[config.mk]
export PLATFORM = sky130hd
export DESIGN_NAME = call_queue_flat
export DESIGN_NICKNAME = d
export VERILOG_FILES = /design/src/rtl/elev_pkg.sv /design/src/rtl/call_queue_if.sv /design/src/rtl/btn_debounce.sv /design/src/rtl/call_queue.sv /design/src/flat_wrapper.sv
export SDC_FILE = /design/constraint.sdc
export NUM_CORES = 1
export LEC_CHECK = 0
export CELL_PAD_IN_SITES_DETAIL_PLACEMENT = 0
export CELL_PAD_IN_SITES_GLOBAL_PLACEMENT = 1
export CORE_ASPECT_RATIO = 0.7
export CORE_MARGIN = 2
export CORE_UTILIZATION = 45
export CTS_BUF_LIST = sky130_fd_sc_hd__clkbuf_4 sky130_fd_sc_hd__clkbuf_8
export DETAILED_ROUTE_END_ITERATION = 12
export PLACE_DENSITY = 0.82
export REMOVE_ABC_BUFFERS = 1
export SLEW_MARGIN = 20
export SYNTH_ARGS = -nofsm -noshare
export SYNTH_HDL_FRONTEND = slang
export SYNTH_SLANG_ARGS = --single-unit
export TNS_END_PERCENT = 20
[constraint.sdc]
create_clock -name clk -period 5.6 [get_ports clk]
set_input_delay 0.84 -clock clk [delete_from_list [all_inputs] [get_ports clk]]
set_output_delay 0.84 -clock clk [all_outputs]
set_load 0.005 [all_outputs]
[src/rtl/elev_pkg.sv]
// Shared elevator definitions: default floor width, direction and comparator
// codes, and the debounce state encoding.
package elev_pkg;

    localparam int FLOOR_W_DFLT = 3;

    localparam logic DIR_UP = 1'b1;
    localparam logic DIR_DN = 1'b0;

    localparam logic [2:0] CMP_GT = 3'b100;
    localparam logic [2:0] CMP_EQ = 3'b010;
    localparam logic [2:0] CMP_LT = 3'b001;

    typedef enum logic [1:0] {
        DB_IDLE    = 2'd0,
        DB_WAIT_HI = 2'd1,
        DB_HELD    = 2'd2,
        DB_WAIT_LO = 2'd3
    } db_state_e;

    // One-hot magnitude comparison of two floor indices.
    function automatic logic [2:0] cmp_code(input logic [15:0] a, input logic [15:0] b);
        logic [2:0] code;
        if (a > b) begin
            code = CMP_GT;
        end else if (a == b) begin
            code = CMP_EQ;
        end else begin
            code = CMP_LT;
        end
        return code;
    endfunction

endpackage

[src/rtl/call_queue_if.sv]
// Handshake between the call queue and the elevator control FSM.
interface call_queue_if #(
    parameter int FLOOR_W = 3
);
    logic               input_en;
    logic               rst_des_en;
    logic [FLOOR_W-1:0] cur_floor;
    logic               dir_up;
    logic               input_bool;
    logic [FLOOR_W-1:0] des_floor;

    // Control FSM side.
    modport master (
        output input_en, rst_des_en, cur_floor, dir_up,
        input  input_bool, des_floor
    );

    // Call queue side.
    modport slave (
        input  input_en, rst_des_en, cur_floor, dir_up,
        output input_bool, des_floor
    );
endinterface

[src/rtl/btn_debounce.sv]
// One call button: two-flop synchronizer followed by a four-state debounce
// FSM. press pulses for one cycle only when a rising level is qualified.
module btn_debounce
    import elev_pkg::*;
#(
    parameter int DEBOUNCE_CYC = 4
) (
    input  logic clk,
    input  logic irst_n,
    input  logic btn,
    output logic press
);

    localparam int CNT_W = (DEBOUNCE_CYC > 1) ? $clog2(DEBOUNCE_CYC) : 1;
    localparam logic [CNT_W-1:0] CNT_LAST = CNT_W'(DEBOUNCE_CYC - 1);

    logic            sync1_r;
    logic            sync2_r;
    db_state_e       state_r;
    db_state_e       state_s;
    logic [CNT_W-1:0] cnt_r;
    logic [CNT_W-1:0] cnt_s;

    // Bring the asynchronous button level into the clk domain.
    always_ff @(posedge clk or negedge irst_n) begin
        if (!irst_n) begin
            sync1_r <= 1'b0;
            sync2_r <= 1'b0;
        end else begin
            sync1_r <= btn;
            sync2_r <= sync1_r;
        end
    end

    // Debounce state and stable-cycle counter registers.
    always_ff @(posedge clk or negedge irst_n) begin
        if (!irst_n) begin
            state_r <= DB_IDLE;
            cnt_r   <= '0;
        end else begin
            state_r <= state_s;
            cnt_r   <= cnt_s;
        end
    end

    // Next-state logic; the press pulse fires only on WAIT_HI -> HELD.
    always_comb begin
        state_s = state_r;
        cnt_s   = cnt_r;
        press   = 1'b0;
        case (state_r)
            DB_IDLE: begin
                if (sync2_r) begin
                    state_s = DB_WAIT_HI;
                    cnt_s   = '0;
                end else begin
                    state_s = DB_IDLE;
                    cnt_s   = '0;
                end
            end
            DB_WAIT_HI: begin
                if (!sync2_r) begin
                    state_s = DB_IDLE;
                    cnt_s   = '0;
                end else if (cnt_r == CNT_LAST) begin
                    state_s = DB_HELD;
                    cnt_s   = '0;
                    press   = 1'b1;
                end else begin
                    cnt_s   = cnt_r + 1'b1;
                end
            end
            DB_HELD: begin
                if (!sync2_r) begin
                    state_s = DB_WAIT_LO;
                    cnt_s   = '0;
                end else begin
                    state_s = DB_HELD;
                    cnt_s   = '0;
                end
            end
            DB_WAIT_LO: begin
                if (sync2_r) begin
                    state_s = DB_HELD;
                    cnt_s   = '0;
                end else if (cnt_r == CNT_LAST) begin
                    state_s = DB_IDLE;
                    cnt_s   = '0;
                end else begin
                    cnt_s   = cnt_r + 1'b1;
                end
            end
            default: begin
                state_s = DB_IDLE;
                cnt_s   = '0;
            end
        endcase
    end

endmodule

[src/rtl/call_queue.sv]
// Floor-call request manager: debounces call buttons, latches pending
// requests and picks the next destination with a SCAN policy.
module call_queue
    import elev_pkg::*;
#(
    parameter int FLOORS       = 8,
    parameter int FLOOR_W      = FLOOR_W_DFLT,
    parameter int DEBOUNCE_CYC = 4
) (
    input  logic              clk,
    input  logic              irst_n,
    input  logic [FLOORS-1:0] btn,
    output logic [FLOORS-1:0] pending,
    call_queue_if.slave       fsm
);

    logic [FLOORS-1:0]  press_s;
    logic [FLOORS-1:0]  pending_r;
    logic [FLOORS-1:0]  pending_nxt_s;
    logic [FLOORS-1:0]  clr_mask_s;
    logic               input_bool_r;
    logic [FLOOR_W-1:0] des_floor_r;
    logic [FLOOR_W-1:0] cur_eff_s;
    logic [FLOOR_W-1:0] sel_s;
    logic [FLOOR_W-1:0] up_sel_s;
    logic [FLOOR_W-1:0] up_fb_s;
    logic [FLOOR_W-1:0] dn_sel_s;
    logic [FLOOR_W-1:0] dn_fb_s;
    logic               up_hit_s;
    logic               dn_hit_s;
    logic               dn_fb_hit_s;

    for (genvar g = 0; g < FLOORS; g++) begin : g_btn
        btn_debounce #(
            .DEBOUNCE_CYC(DEBOUNCE_CYC)
        ) u_db (
            .clk   (clk),
            .irst_n(irst_n),
            .btn   (btn[g]),
            .press (press_s[g])
        );
    end

    // An out-of-range current floor is treated as the top floor.
    assign cur_eff_s = (32'(fsm.cur_floor) >= FLOORS) ? FLOOR_W'(FLOORS - 1) : fsm.cur_floor;

    // SCAN selection: ascending scan gives first-hit (lowest) and last-hit
    // (highest) candidates on each side of the current floor.
    always_comb begin
        up_hit_s    = 1'b0;
        up_sel_s    = '0;
        up_fb_s     = '0;
        dn_hit_s    = 1'b0;
        dn_sel_s    = '0;
        dn_fb_hit_s = 1'b0;
        dn_fb_s     = '0;
        for (int i = 0; i < FLOORS; i++) begin
            up_sel_s    = (pending_r[i] && !up_hit_s && (cmp_code(16'(i), 16'(cur_eff_s)) != CMP_LT))
                          ? FLOOR_W'(i) : up_sel_s;
            up_hit_s    = up_hit_s | (pending_r[i] && (cmp_code(16'(i), 16'(cur_eff_s)) != CMP_LT));
            up_fb_s     = (pending_r[i] && (cmp_code(16'(i), 16'(cur_eff_s)) == CMP_LT))
                          ? FLOOR_W'(i) : up_fb_s;
            dn_sel_s    = (pending_r[i] && (cmp_code(16'(i), 16'(cur_eff_s)) != CMP_GT))
                          ? FLOOR_W'(i) : dn_sel_s;
            dn_hit_s    = dn_hit_s | (pending_r[i] && (cmp_code(16'(i), 16'(cur_eff_s)) != CMP_GT));
            dn_fb_s     = (pending_r[i] && !dn_fb_hit_s && (cmp_code(16'(i), 16'(cur_eff_s)) == CMP_GT))
                          ? FLOOR_W'(i) : dn_fb_s;
            dn_fb_hit_s = dn_fb_hit_s | (pending_r[i] && (cmp_code(16'(i), 16'(cur_eff_s)) == CMP_GT));
        end
        sel_s = (~|pending_r)           ? des_floor_r :
                (fsm.dir_up == DIR_UP)  ? (up_hit_s ? up_sel_s : up_fb_s) :
                                          (dn_hit_s ? dn_sel_s : dn_fb_s);
    end

    // Serving clears the old destination; clear beats a same-cycle set.
    assign clr_mask_s    = fsm.rst_des_en ? ({{(FLOORS-1){1'b0}}, 1'b1} << des_floor_r) : '0;
    assign pending_nxt_s = (pending_r | press_s) & ~clr_mask_s;

    // Request bits, any-pending flag and destination registers.
    always_ff @(posedge clk or negedge irst_n) begin
        if (!irst_n) begin
            pending_r    <= '0;
            input_bool_r <= 1'b0;
            des_floor_r  <= '0;
        end else begin
            pending_r    <= pending_nxt_s;
            input_bool_r <= |pending_nxt_s;
            if (fsm.input_en) begin
                des_floor_r <= sel_s;
            end else begin
                des_floor_r <= des_floor_r;
            end
        end
    end

    assign pending        = pending_r;
    assign fsm.input_bool = input_bool_r;
    assign fsm.des_floor  = des_floor_r;

endmodule
[src/flat_wrapper.sv]
// flat-port wrapper written by rule: the top's interface ports become plain ports
module call_queue_flat import elev_pkg::*;
#(
    parameter int FLOORS       = 8,
    parameter int FLOOR_W      = FLOOR_W_DFLT,
    parameter int DEBOUNCE_CYC = 4
)
  (clk, irst_n, btn, pending, fsm_input_en, fsm_rst_des_en, fsm_cur_floor, fsm_dir_up, fsm_input_bool, fsm_des_floor);
  call_queue_if #(.FLOOR_W(FLOOR_W)) fsm_i ();
  input  logic clk;
  input  logic irst_n;
  input  logic [FLOORS-1:0] btn;
  output logic [FLOORS-1:0] pending;
  input wire logic [$bits(fsm_i.input_en)-1:0] fsm_input_en;
  input wire logic [$bits(fsm_i.rst_des_en)-1:0] fsm_rst_des_en;
  input wire logic [$bits(fsm_i.cur_floor)-1:0] fsm_cur_floor;
  input wire logic [$bits(fsm_i.dir_up)-1:0] fsm_dir_up;
  output wire logic [$bits(fsm_i.input_bool)-1:0] fsm_input_bool;
  output wire logic [$bits(fsm_i.des_floor)-1:0] fsm_des_floor;
  assign fsm_i.input_en = fsm_input_en;
  assign fsm_i.rst_des_en = fsm_rst_des_en;
  assign fsm_i.cur_floor = fsm_cur_floor;
  assign fsm_i.dir_up = fsm_dir_up;
  assign fsm_input_bool = fsm_i.input_bool;
  assign fsm_des_floor = fsm_i.des_floor;
  call_queue #(.FLOORS(FLOORS), .FLOOR_W(FLOOR_W), .DEBOUNCE_CYC(DEBOUNCE_CYC)) u_core (.clk(clk), .irst_n(irst_n), .btn(btn), .pending(pending), .fsm(fsm_i));
endmodule
# Word level (Yosys, flattened, before mapping)
# Index checks and enable logic that the tools add are counted.
# totals
register_bits,60
latchBits,0
mem_bits_rw,0
romBits,0
in_bits,16
wordCells,419
n_memories,0
# classes
n_addsub,8
multipliers,0
n_div,0
n_lt_le_gt_ge,7
eq_ne,86
shifts,1
n_mux,159
n_bitwise,23
n_reduce_logical,100
# ops
operator,n
2-bit two-way mux,64
3-bit two-way mux,34
3-bit inequality test (second input constant),24
2-bit one-hot mux with 4 select lines,8
1-bit logical AND,58
2-bit equality test (second input constant),24
2-bit one-hot mux with 3 select lines,8
1-bit two-way mux,44
3-bit equality test (second input constant),8
3-bit by 1-bit equality test with 1-bit output (second input constant),7
3-bit by 1-bit inequality test with 1-bit output (second input constant),7
1-bit bitwise OR,20
2-bit AND reduction,9
2-bit by 1-bit adder with 2-bit output (second input constant),8
2-bit by 1-bit equality test with 1-bit output (second input constant),8
2-bit logical NOT,8
2-bit OR reduction,8
8-bit OR reduction,2
1-bit logical NOT,14
3-bit equality test (first input constant),4
3-bit greater-than comparator (first input constant),4
8-bit bitwise AND,1
8-bit two-way mux,1
8-bit inverter,1
other kinds (8),10

# Logic depth before layout (Yosys ltp)
# depth
ltp_word,17
mapped_depth,8
depth_no_buf,6

# Hierarchy
# Synthesis repeated with hierarchy kept, for this count alone.
# hier_totals
hier_cells,255
hier_area_um2,2877.8
# modules_own_cells
module,n_inst,cells_per_inst,area_each_um2,seq_area_each_um2
btn_debounce (u_core.g_btn[0].u_db ...),7,15,225.2,150.1
call_queue,1,135,1079.8,300.3
btn_debounce (u_core.g_btn[3].u_db),1,15,221.5,150.1

# Least setup slack after synthesis
# OpenSTA, ideal clock, no wires.
# synth_path
path_kind,input to register
start,input fsm_cur_floor[1]
end,"register u_core.des_floor_r[2], in the netlist u_core.fsm.des_floor[2]"
arrival_time_ns,2.074
t_required_ns,5.475
slack_ns,3.401
cell_stages,6
path_buffers,1
cell_sequence,buf_6 -> and2_1 -> a31oi_1 -> nand3_2 -> o31ai_4 -> mux2_4
# synth_via
elab_chain_cells,17
# synth_rtl
element,line,source
"start, declared",flat_wrapper.sv:16,input wire logic [$bits(fsm_i.cur_floor)-1:0] fsm_cur_floor;
"parallel branches: the longest is 16 deep, another holds 1-bit by 3-bit greater-than comparator with 1-bit output",--,
3-bit two-way mux *,call_queue.sv:71,(fsm.dir_up == DIR_UP) ? (up_hit_s ? up_sel_s : up_fb_s) :
"end signal, assigned",call_queue.sv:89,des_floor_r <= sel_s;
"end signal, assigned",call_queue.sv:91,des_floor_r <= des_floor_r;
"end, declared",call_queue.sv:22,logic [FLOOR_W-1:0] des_floor_r;
# Mark *: on every way between the ends.
# A chain may end at the register's enable or synchronous reset.

# Final worst setup path
# layout_path
start,input fsm_cur_floor[2]
end,"register u_core.des_floor_r[2], in the netlist u_core.fsm.des_floor[2]"
# The elaborated chain is that of the path after synthesis.

==> results.md <==
| Step | Result | Reported |
| --- | --- | --- |
| outcome | Outcome | finished, final reports clean |
| pwr | Fraction of power consumed by combinational cells | 0.313 |
| synth | Area share of the largest cell type after synthesis | 0.5204 |
| worst setup path | Worst reg-to-reg path cell count | 6 |
| placed design | Count of buffers from port buffering | 27 |
| routing | DR vias | 2,032 |
| timing | Number of max-slew violations in the final report | 0 |
| worst setup path | Critical path type | input pin to register |
| synth | Syn Std Cell Area | 2885 um^2 |
| worst setup path | Crit Reg-Reg Endpoint | u_core.fsm.des_floor[0] |
| clocking | PostCTS Resize Cnt | 0 |
| timing | Setup tns final | 0 ns |
| timing | Actual transition at the worst max-transition pin | 0.8211 ns |
| grt | Initial antenna violation count | 0 |
| clocking | Worst-Skew Late Latency | 0.33 ns |
| run | MaxCap Viol Count | 0 |
| clocking | Hold-fix buffers, CTS | 0 |
| worst setup path | Beginning of the critical path | fsm_cur_floor[2] |
| synth | Predominant post-synthesis flop cell | sky130_fd_sc_hd__dfrtp_1 |
| worst setup path | Data arrival, critical path | 3.32 ns |
| pwr | Leak | 1.510 nW |
| grt | Global-route wire length before repair | 9522 um |
| synth | Top cells by area in the synthesized netlist | sky130_fd_sc_hd__dfrtp_1 52%, sky130_fd_sc_hd__nand2_1 3.6%, sky130_fd_sc_hd__ha_1 3.5% |
| pwr | Power share of the sequential group | 0.413 |
| pwr | IR Drop Worst-Case VDD | 0.2477 mV |
| layout | Ratio of cells with drive above 1 in the final layout | 0.1267 |
| synth | Number of synthesis warnings | 0 |
| grt | Remaining Overflow, GRT | 0 |
| clocking | Reg clk slew, reported paths | 0.06 ns |
| synth | Synthesized area divided by synthesized cell count | 11.05 um^2 |
| clocking | Post-CTS setup-driven buffer insertion count | 0 |
| placed design | Cell area reported after detailed placement | 3157 um^2 |
| grt | Number of global-route vias before repair | 1,917 |
| pwr | Net Sw Power | 0.5454 mW |
| timing | Setup repair after global routing missed its margin | false |
| layout | Net count, final | 311 |
| synth | Most instantiated cells after synthesis | 60 x sky130_fd_sc_hd__dfrtp_1, 28 x sky130_fd_sc_hd__nand2_1, 17 x sky130_fd_sc_hd__nor2_1 |
| floorplanning | Horiz. Die Dim | 99.71 um |
| worst setup path | Endpoint of the most critical setup path | u_core.fsm.des_floor[2] |
| routing | Drt first pass iters | 4 |
| worst setup path | Nature of the critical path endpoint | register |
| clocking | Number of buffers added by the clock tree synthesis step | 9 |
| synth | Number of enable-type register cells in the synthesized netlist | 0 |
| synth | Synth area leader | sky130_fd_sc_hd__dfrtp_1 |
| worst setup path | Maximum fanout along the worst path | 25 |
| routing | Post-detailed-route via-to-cell ratio | 5.492 |
| pwr | Power density over the cells | 492.5 nW/um^2 |
| clocking | Maximum buffer depth of the clock tree | 2 |
| synth | Cell with the most instances after synthesis | sky130_fd_sc_hd__dfrtp_1 |
| worst setup path | Worst reg2reg setup slack | 3.49 ns |
| routing | Number of nets with antenna violations after detailed routing | 0 |
| routing | Detailed router's first-iteration violation count | 191 |
| floorplanning | Area inside the core boundary | 6216 um^2 |
| clocking | Clock sink total | 60 |
| floorplanning | Boundary pin count | 28 |
| worst setup path | Launch point of the worst reg-to-reg path | u_core.pending[6] |
| synth | Synth cell types | 55 |
| routing | WL final | 5646 um |
| layout | Layout Cell Area excl Fill | 3396 um^2 |
| pwr | Fraction of power consumed by the clock network | 0.273 |
| timing | Worst setup skew after layout | 0.006098 ns |
| clocking | CTS tree | built |
| floorplanning | Starting density of the core | 0.4642 |
| timing | Final Hold Fails | 0 |
| timing | Worst slew slack as a fraction of its limit | 0.4509 |
| worst setup path | Startpoint kind of the worst setup timing path | input pin |
| routing | Routed len/inst | 15.26 um |
| routing | Residual DRC count | 0 |
| synth | Flop and latch count out of synthesis | 60 |
| timing | Tcrit/Tclk final | 0.5547 |
| floorplanning | Die area | 7079 um^2 |
| floorplanning | # rows | 24 |
| synth | Post-synthesis instance total | 261 |
| pwr | Internal | 1.127 mW |
| layout | Final Util | 0.5463 |
| layout | Number of antenna repair diodes | 0 |
| placed design | Routability cong. | 0.8922 |
| synth | Async S/R FF share, synth | 1.000 |
| grt | Maximum number of pins on one net before global-route repair | 61 |
| grt | All-layer global routing usage | 0.1749 |
| worst hold path | Worst hold path type | register to register |
| clocking | # H-tree levels | 3 |
| timing | Timing-limited maximum frequency | 321.9 MHz |
| placed design | Post-DP HPWL | 3937 um |
| floorplanning | Height of the die | 71.00 um |
| worst setup path | WP data required | 5.82 ns |
| layout | Non-filler cells, final | 370 |
| pwr | Sw frac | 0.3261 |
| timing | Minimum clock period | 3.106 ns |
| layout | Layout-stage area growth over the synthesis result | 17.69% |
| synth | Post-synthesis sequential area ratio | 0.5204 |
| clocking | Clock root buffer | sky130_fd_sc_hd__clkbuf_8 |
| timing | Number of endpoints failing setup at the final stage | 0 |
| placed design | Total placed cells including tap cells | 354 |
area by class of cell:
| class | instances | area (um^2) |
|---|---|---|
| inverter | 5 | 18.77 |
| tap | 78 | 97.59 |
| clock buffer | 9 | 123.9 |
| multi-input combinational | 183 | 1266 |
| clock inverter | 7 | 115.1 |
| fill | 549 | 2820 |
| timing repair buffer | 28 | 272.8 |
| sequential | 60 | 1501 |
worst min path at each step:
stage / cells past startpoint / slack, ns / end / startpoint
finish: 0 / 0.35 / u_core.g_btn[0].u_db.sync2_r / u_core.g_btn[0].u_db.sync1_r
global route: 0 / 0.35 / u_core.g_btn[2].u_db.sync2_r / u_core.g_btn[2].u_db.sync1_r
CTS: 0 / 0.35 / u_core.g_btn[2].u_db.sync2_r / u_core.g_btn[2].u_db.sync1_r
detailed placement: 0 / 0.34 / u_core.g_btn[2].u_db.sync2_r / u_core.g_btn[2].u_db.sync1_r
global placement: 0 / 0.33 / u_core.g_btn[4].u_db.sync2_r / u_core.g_btn[4].u_db.sync1_r
floorplan: 0 / 0.33 / u_core.g_btn[0].u_db.sync2_r / u_core.g_btn[0].u_db.sync1_r
power by group through the flow:
stage	clock network (mW)	registers (mW)	logic [mW]
floorplan	0	0.662	0.362
CTS	0.470	0.691	0.524
finish	0.457	0.691	0.524
detailed placement	0	0.698	0.522
global placement	0	0.696	0.520
global route	0.487	0.713	0.589
layer usage:
layer  part of all wire  global-route usage  vias to the layer above
li1                   -                   -                     1003
met2               0.42              0.2402                       69
met3              0.074             0.05138                        2
met1               0.50              0.2676                      958
met4             0.0018             0.05023                        0
met5                  0                   0                        -
through the flow:
stage               hold slack, ns  power (mW)  worst slack, ns
CTS                         0.3508       1.685            2.533
finish                      0.3487       1.672            2.494
global placement            0.3327       1.216            2.225
global route                0.3520       1.789            2.322
detailed placement          0.3355       1.220            2.170
floorplan                   0.3312       1.024            3.525
placed cells by master (no fill, tap or decap), types with 2 or more instances in the layout:
| cell | count |
|---|---|
| sky130_fd_sc_hd__dfrtp_1 | 60 |
| sky130_fd_sc_hd__nand2_1 | 28 |
| sky130_fd_sc_hd__clkdlybuf4s50_1 | 26 |
| sky130_fd_sc_hd__nor2_1 | 17 |
| sky130_fd_sc_hd__and2_1 | 11 |
| sky130_fd_sc_hd__clkbuf_8 | 9 |
| sky130_fd_sc_hd__xor2_1 | 8 |
| sky130_fd_sc_hd__and3_1 | 8 |
| sky130_fd_sc_hd__nor3b_1 | 8 |
| sky130_fd_sc_hd__mux2_2 | 8 |
| sky130_fd_sc_hd__ha_1 | 8 |
| sky130_fd_sc_hd__a21oi_1 | 7 |
| sky130_fd_sc_hd__o21ai_0 | 7 |
| sky130_fd_sc_hd__o211ai_1 | 7 |
| sky130_fd_sc_hd__nand3_1 | 5 |
| sky130_fd_sc_hd__nor2b_1 | 5 |
| sky130_fd_sc_hd__o22a_1 | 4 |
| sky130_fd_sc_hd__inv_1 | 4 |
| sky130_fd_sc_hd__o22ai_1 | 4 |
| sky130_fd_sc_hd__a31oi_1 | 4 |
| sky130_fd_sc_hd__nand2b_1 | 3 |
| sky130_fd_sc_hd__nor4_1 | 3 |
| sky130_fd_sc_hd__a32oi_1 | 3 |
| sky130_fd_sc_hd__bufinv_16 | 3 |
| sky130_fd_sc_hd__o32a_1 | 2 |
| sky130_fd_sc_hd__nand4_1 | 2 |
| sky130_fd_sc_hd__a22oi_1 | 2 |
| sky130_fd_sc_hd__a22o_1 | 2 |
| sky130_fd_sc_hd__a311oi_1 | 2 |
| sky130_fd_sc_hd__o21ai_1 | 2 |
| sky130_fd_sc_hd__clkinv_2 | 2 |
| sky130_fd_sc_hd__clkinvlp_4 | 2 |
critical path: stages:
cell and delay [ns]:
sky130_fd_sc_hd__clkdlybuf4s50_1 1.01, sky130_fd_sc_hd__nand2_1 0.38, sky130_fd_sc_hd__o221ai_4 0.30, sky130_fd_sc_hd__nand3_2 0.16, sky130_fd_sc_hd__o31ai_4 0.31, sky130_fd_sc_hd__mux2_4 0.33
logic make-up (layout without fill, tap and decap cells):
| family | Yosys count | in the layout | synth area share |
|---|---|---|---|
| buffers and inverters | 18 | 49 | 0.04076 |
| XOR/XNOR | 8 | 8 | 0.02429 |
| adder cells (fa/ha/maj) | 8 | 8 | 0.03469 |
| multiplexers | 10 | 10 | 0.03990 |
| flip-flops | 60 | 60 | 0.5204 |
| AND/OR/NAND/NOR | 98 | 98 | 0.1795 |
| AO/OA/AOI/OAI | 59 | 59 | 0.1605 |
(Power assumes the default switching activity.)
==> RTL edit 1: new RTL, same settings <==
Register the output `pending` once more, without a reset; this adds one clock of latency there. The other outputs are not delayed to match.
--- a/src/rtl/call_queue.sv
+++ b/src/rtl/call_queue.sv
@@ -95,3 +95,5 @@
 
-    assign pending        = pending_r;
+    always_ff @(posedge clk) begin
+        pending <= pending_r;
+    end
     assign fsm.input_bool = input_bool_r;
Function: changed (a bounded check fails within 10 cycles, from zero or initial values and one cycle with irst_n low).
==> RTL edit 1 against the unedited design <==
  * Setup slack gained 130 ps
  * Routed wire length up 3.2%
  * Cell count rose by 6.8%
  * Total power rose by 0.65%
  * Maximum frequency grew 4.4%
  * Synthesized area grew 4.6%
  * Non-clock buffer count did not move
  * Cell area rose by 3.5%
  * Sequential cell count rose by 8
  * Critical path depth is 1 higher
  * Critical path type unchanged
  * Critical endpoint is now u_core.fsm.des_floor[1]
==> RTL edit 1: results <==
export IMPL_hp_start="u_core.g_btn[7].u_db.sync1_r"
export IMPL_status="finished clean"
export IMPL_holdPathEnd="u_core.g_btn[7].u_db.sync2_r"
export IMPL_cts_htree_levels=3
export IMPL_placed_area_mm2=0.00332
export IMPL_wl_met2_um=2340
export IMPL_drive_above_1_share_pct=11.2
export IMPL_slew_headroom_pct=37.0
export IMPL_clkCellAreaFrac_pct=5.52
export IMPL_worstPathMaxFanout=29
export IMPL_p_leak_nw=1.60
export IMPL_dp_hpwl_um=3950
export IMPL_grt_usage_pct=18.0
export IMPL_synth_async_reset_ratio_pct=88.2
export IMPL_worstSetupEndpoint="u_core.fsm.des_floor[1]"
export IMPL_cts_resized=0
export IMPL_vdd_drop_max_uv=231
export IMPL_synth_top_cells_by_count="dfrtp_1, nand2_1, nor2_1"
export IMPL_synth_mux_area_share_pct=4.06
export IMPL_synthTopCellsByArea="dfrtp_1, dfxtp_1, nand2_1"
export IMPL_seq_share_pct=47.3
export IMPL_multiInputGateArea_mm2=0.00126
export IMPL_bufAreaShareNonClock_pct=7.76
export IMPL_cp_slowest_cell="clkdlybuf4s50_1"
export IMPL_antenna_found_initial=0
export IMPL_grt_use_met3_pct=6.55
export IMPL_pg_seq_mw=0.777
export IMPL_inverters=4
export IMPL_arrival_ps=3170
export IMPL_use_met1_pct=26.0
export IMPL_drt_iter0_markers=150
export IMPL_met1_length_um=2950
export IMPL_gp_congestion=0.845
export IMPL_netSwitchingPower_mw=0.551
export IMPL_num_vias=2075
export IMPL_yosysSeqAreaShare_pct=55.1
export IMPL_skew_ps=14.2
export IMPL_nNetsFinal=323
export IMPL_grt_pass1_wl_um=10000
export IMPL_synthXorXnorAreaFrac_pct=2.32
export IMPL_nClkBuffers=13
export IMPL_r2r_slack_ps=3590
export IMPL_comb_power_mw=0.517
export IMPL_crit_path_max_incr_delay_ps=1090
export IMPL_wirelength_um=5830
export IMPL_synth_distinct_cells=54
export IMPL_multi_input_gates=188
export IMPL_synth_compound_area_share_pct=13.7
export IMPL_ys_seq_elements=68
export IMPL_syn_to_final_growth_pct=16.4
export IMPL_wl_met3_um=461
export IMPL_clk_pin_slew_ps=80
export IMPL_io_buffers=27
export IMPL_grtUsageMet2_pct=24.5
export IMPL_fillerInstances=568
export IMPL_synthAdderAreaFrac_pct=3.32
-- RTL edit 1: cell types whose count changed in the layout (fill, tap and decap cells not counted), moves of 4 or more --
| cell | before | now |
|---|---|---|
| dfxtp_1 | 0 | 8 |
| a21oi_1 | 7 | 13 |
| nor2_1 | 17 | 23 |
| nor3_1 | 1 | 5 |
| o211ai_1 | 7 | 1 |
| clkbuf_4 | 0 | 4 |
-- RTL edit 1: stage by stage --
| stage | utilization [%] | power, mW | instances | hold WS (ps) | worst slack (ps) |
|---|---|---|---|---|---|
| 4_1_cts | 55.2 | 1.71 | 395 | 353 | 2650 |
| 3_3_place_gp | 52.1 | 1.29 | 379 | 331 | 2380 |
| 5_1_grt | 55.2 | 1.82 | 395 | 367 | 2420 |
| 6_report | 55.2 | 1.68 | 395 | 351 | 2620 |
| 2_1_floorplan | - | 1.10 | 260 | 331 | 3500 |
| 3_5_place_dp | 52.1 | 1.30 | 379 | 338 | 2270 |
==> RTL edit 2: new RTL, config.mk and constraints unchanged <==
Made on the original files. `FLOORS` is set to 8 in 2 places; all go to 7.
--- a/src/rtl/call_queue.sv
+++ b/src/rtl/call_queue.sv
@@ -5,3 +5,3 @@
 #(
-    parameter int FLOORS       = 8,
+    parameter int FLOORS       = 7,
     parameter int FLOOR_W      = FLOOR_W_DFLT,
--- a/src/flat_wrapper.sv
+++ b/src/flat_wrapper.sv
@@ -3,3 +3,3 @@
 #(
-    parameter int FLOORS       = 8,
+    parameter int FLOORS       = 7,
     parameter int FLOOR_W      = FLOOR_W_DFLT,
Ports: changed (resized btn and pending); port bits go from 28 to 26. The function was not compared with the original's and may differ.
==> RTL edit 2 against the unedited design <==
  * Sequential cell count shrank 7
  * Hold slack gained 3.7 ps
  * Setup slack gained 180 ps
  * Synthesized area shrank 11%
  * Routed wire length shrank 9.4%
  * Cell area shrank 13%
  * Total power shrank 16%
  * Clock skew grew 2.9 ps
  * Via count shrank 9.8%
  * First-iteration DRC count grew 5.8%
  * Sequential power shrank 5.5%
  * Critical path type unchanged
  * Largest cell class unchanged
==> RTL edit 2: results <==
export IMPL_nClkBuffers=7
export IMPL_synthAdderAreaFrac_pct=3.41
export IMPL_synth_distinct_cells=59
export IMPL_grtUsageMet2_pct=24.6
export IMPL_cts_sinks=53
export IMPL_avgSynthCellArea_um2=10.6
export IMPL_multiInputGateArea_mm2=0.00116
export IMPL_grt_pass1_wl_um=8510
export IMPL_grt_usage_pct=17.5
export IMPL_synth_mux_area_share_pct=3.90
export IMPL_clkCellAreaFrac_pct=3.44
export IMPL_arrival_ps=3120
export IMPL_synthTopCellsByArea="dfrtp_1, mux2_2, ha_1"
export IMPL_gp_congestion=0.889
export IMPL_syn_to_final_growth_pct=14.9
export IMPL_bufAreaShareNonClock_pct=8.57
export IMPL_cts_htree_levels=2
export IMPL_hold_slack_ps=352
export IMPL_hp_start="u_core.g_btn[3].u_db.sync1_r"
export IMPL_holdPathEnd="u_core.g_btn[3].u_db.sync2_r"
export IMPL_pre_cts_slack_ps=2420
export IMPL_stdcell_count=335
export IMPL_synthXorXnorAreaFrac_pct=2.39
export IMPL_seq_share_pct=45.0
export IMPL_grt_max_degree=54
export IMPL_fmax_mhz=342
export IMPL_drt_iter0_markers=202
export IMPL_use_met1_pct=27.7
export IMPL_p_leak_nw=1.31
export IMPL_detail_route_wl_per_cell_um=15.3
export IMPL_io_buffers=25
export IMPL_reg2reg_depth=5
export IMPL_dp_hpwl_um=3610
export IMPL_num_vias=1832
export IMPL_clock_latency_ps=290
export IMPL_slew_headroom_pct=45.4
export IMPL_worstPathMaxFanout=26
export IMPL_r2r_end="u_core.fsm.input_bool"
export IMPL_r2r_slack_ps=3560
export IMPL_vdd_drop_max_uv=222
export IMPL_status="finished clean"
export IMPL_numCtsBuffers=5
export IMPL_grt_use_met3_pct=4.13
export IMPL_skew_ps=9.02
export IMPL_netSwitchingPower_mw=0.509
export IMPL_grt_pass1_vias=1668
export IMPL_clk_pin_slew_ps=90
export IMPL_placedCellCount=327
## RTL edit 2: changes by cell type after synthesis, moves of 4 or more
cell | unedited run | this run
and2_1 | 11 | 7
a21oi_1 | 7 | 11
dfrtp_1 | 60 | 53
o211ai_1 | 7 | 1
nand3_1 | 5 | 1
nor2_1 | 17 | 22
nand2_1 | 28 | 20
clkbuf_1 | 1 | 5
## RTL edit 2: power by group through the flow
stage / combinational [mW] / clock (mW) / sequential (mW)
detailed placement: 0.525 / 0 / 0.659
finish: 0.526 / 0.225 / 0.653
floorplan: 0.350 / 0 / 0.616
global route: 0.591 / 0.251 / 0.675
global placement: 0.517 / 0 / 0.658
CTS: 0.526 / 0.230 / 0.652
## RTL edit 2: worst max-delay path: cells and delay by family
kind / cells / cell delay [ps]
buf+inv: 1 / 1000
compound gates: 5 / 930
simple gates: 1 / 330
## RTL edit 2: metal layers
layer / share of wire (%) / vias to the layer above
met4: 0.33 / 0
met5: 0 / -
li1: - / 912
met1: 52 / 870
met3: 6.1 / 2
met2: 42 / 48
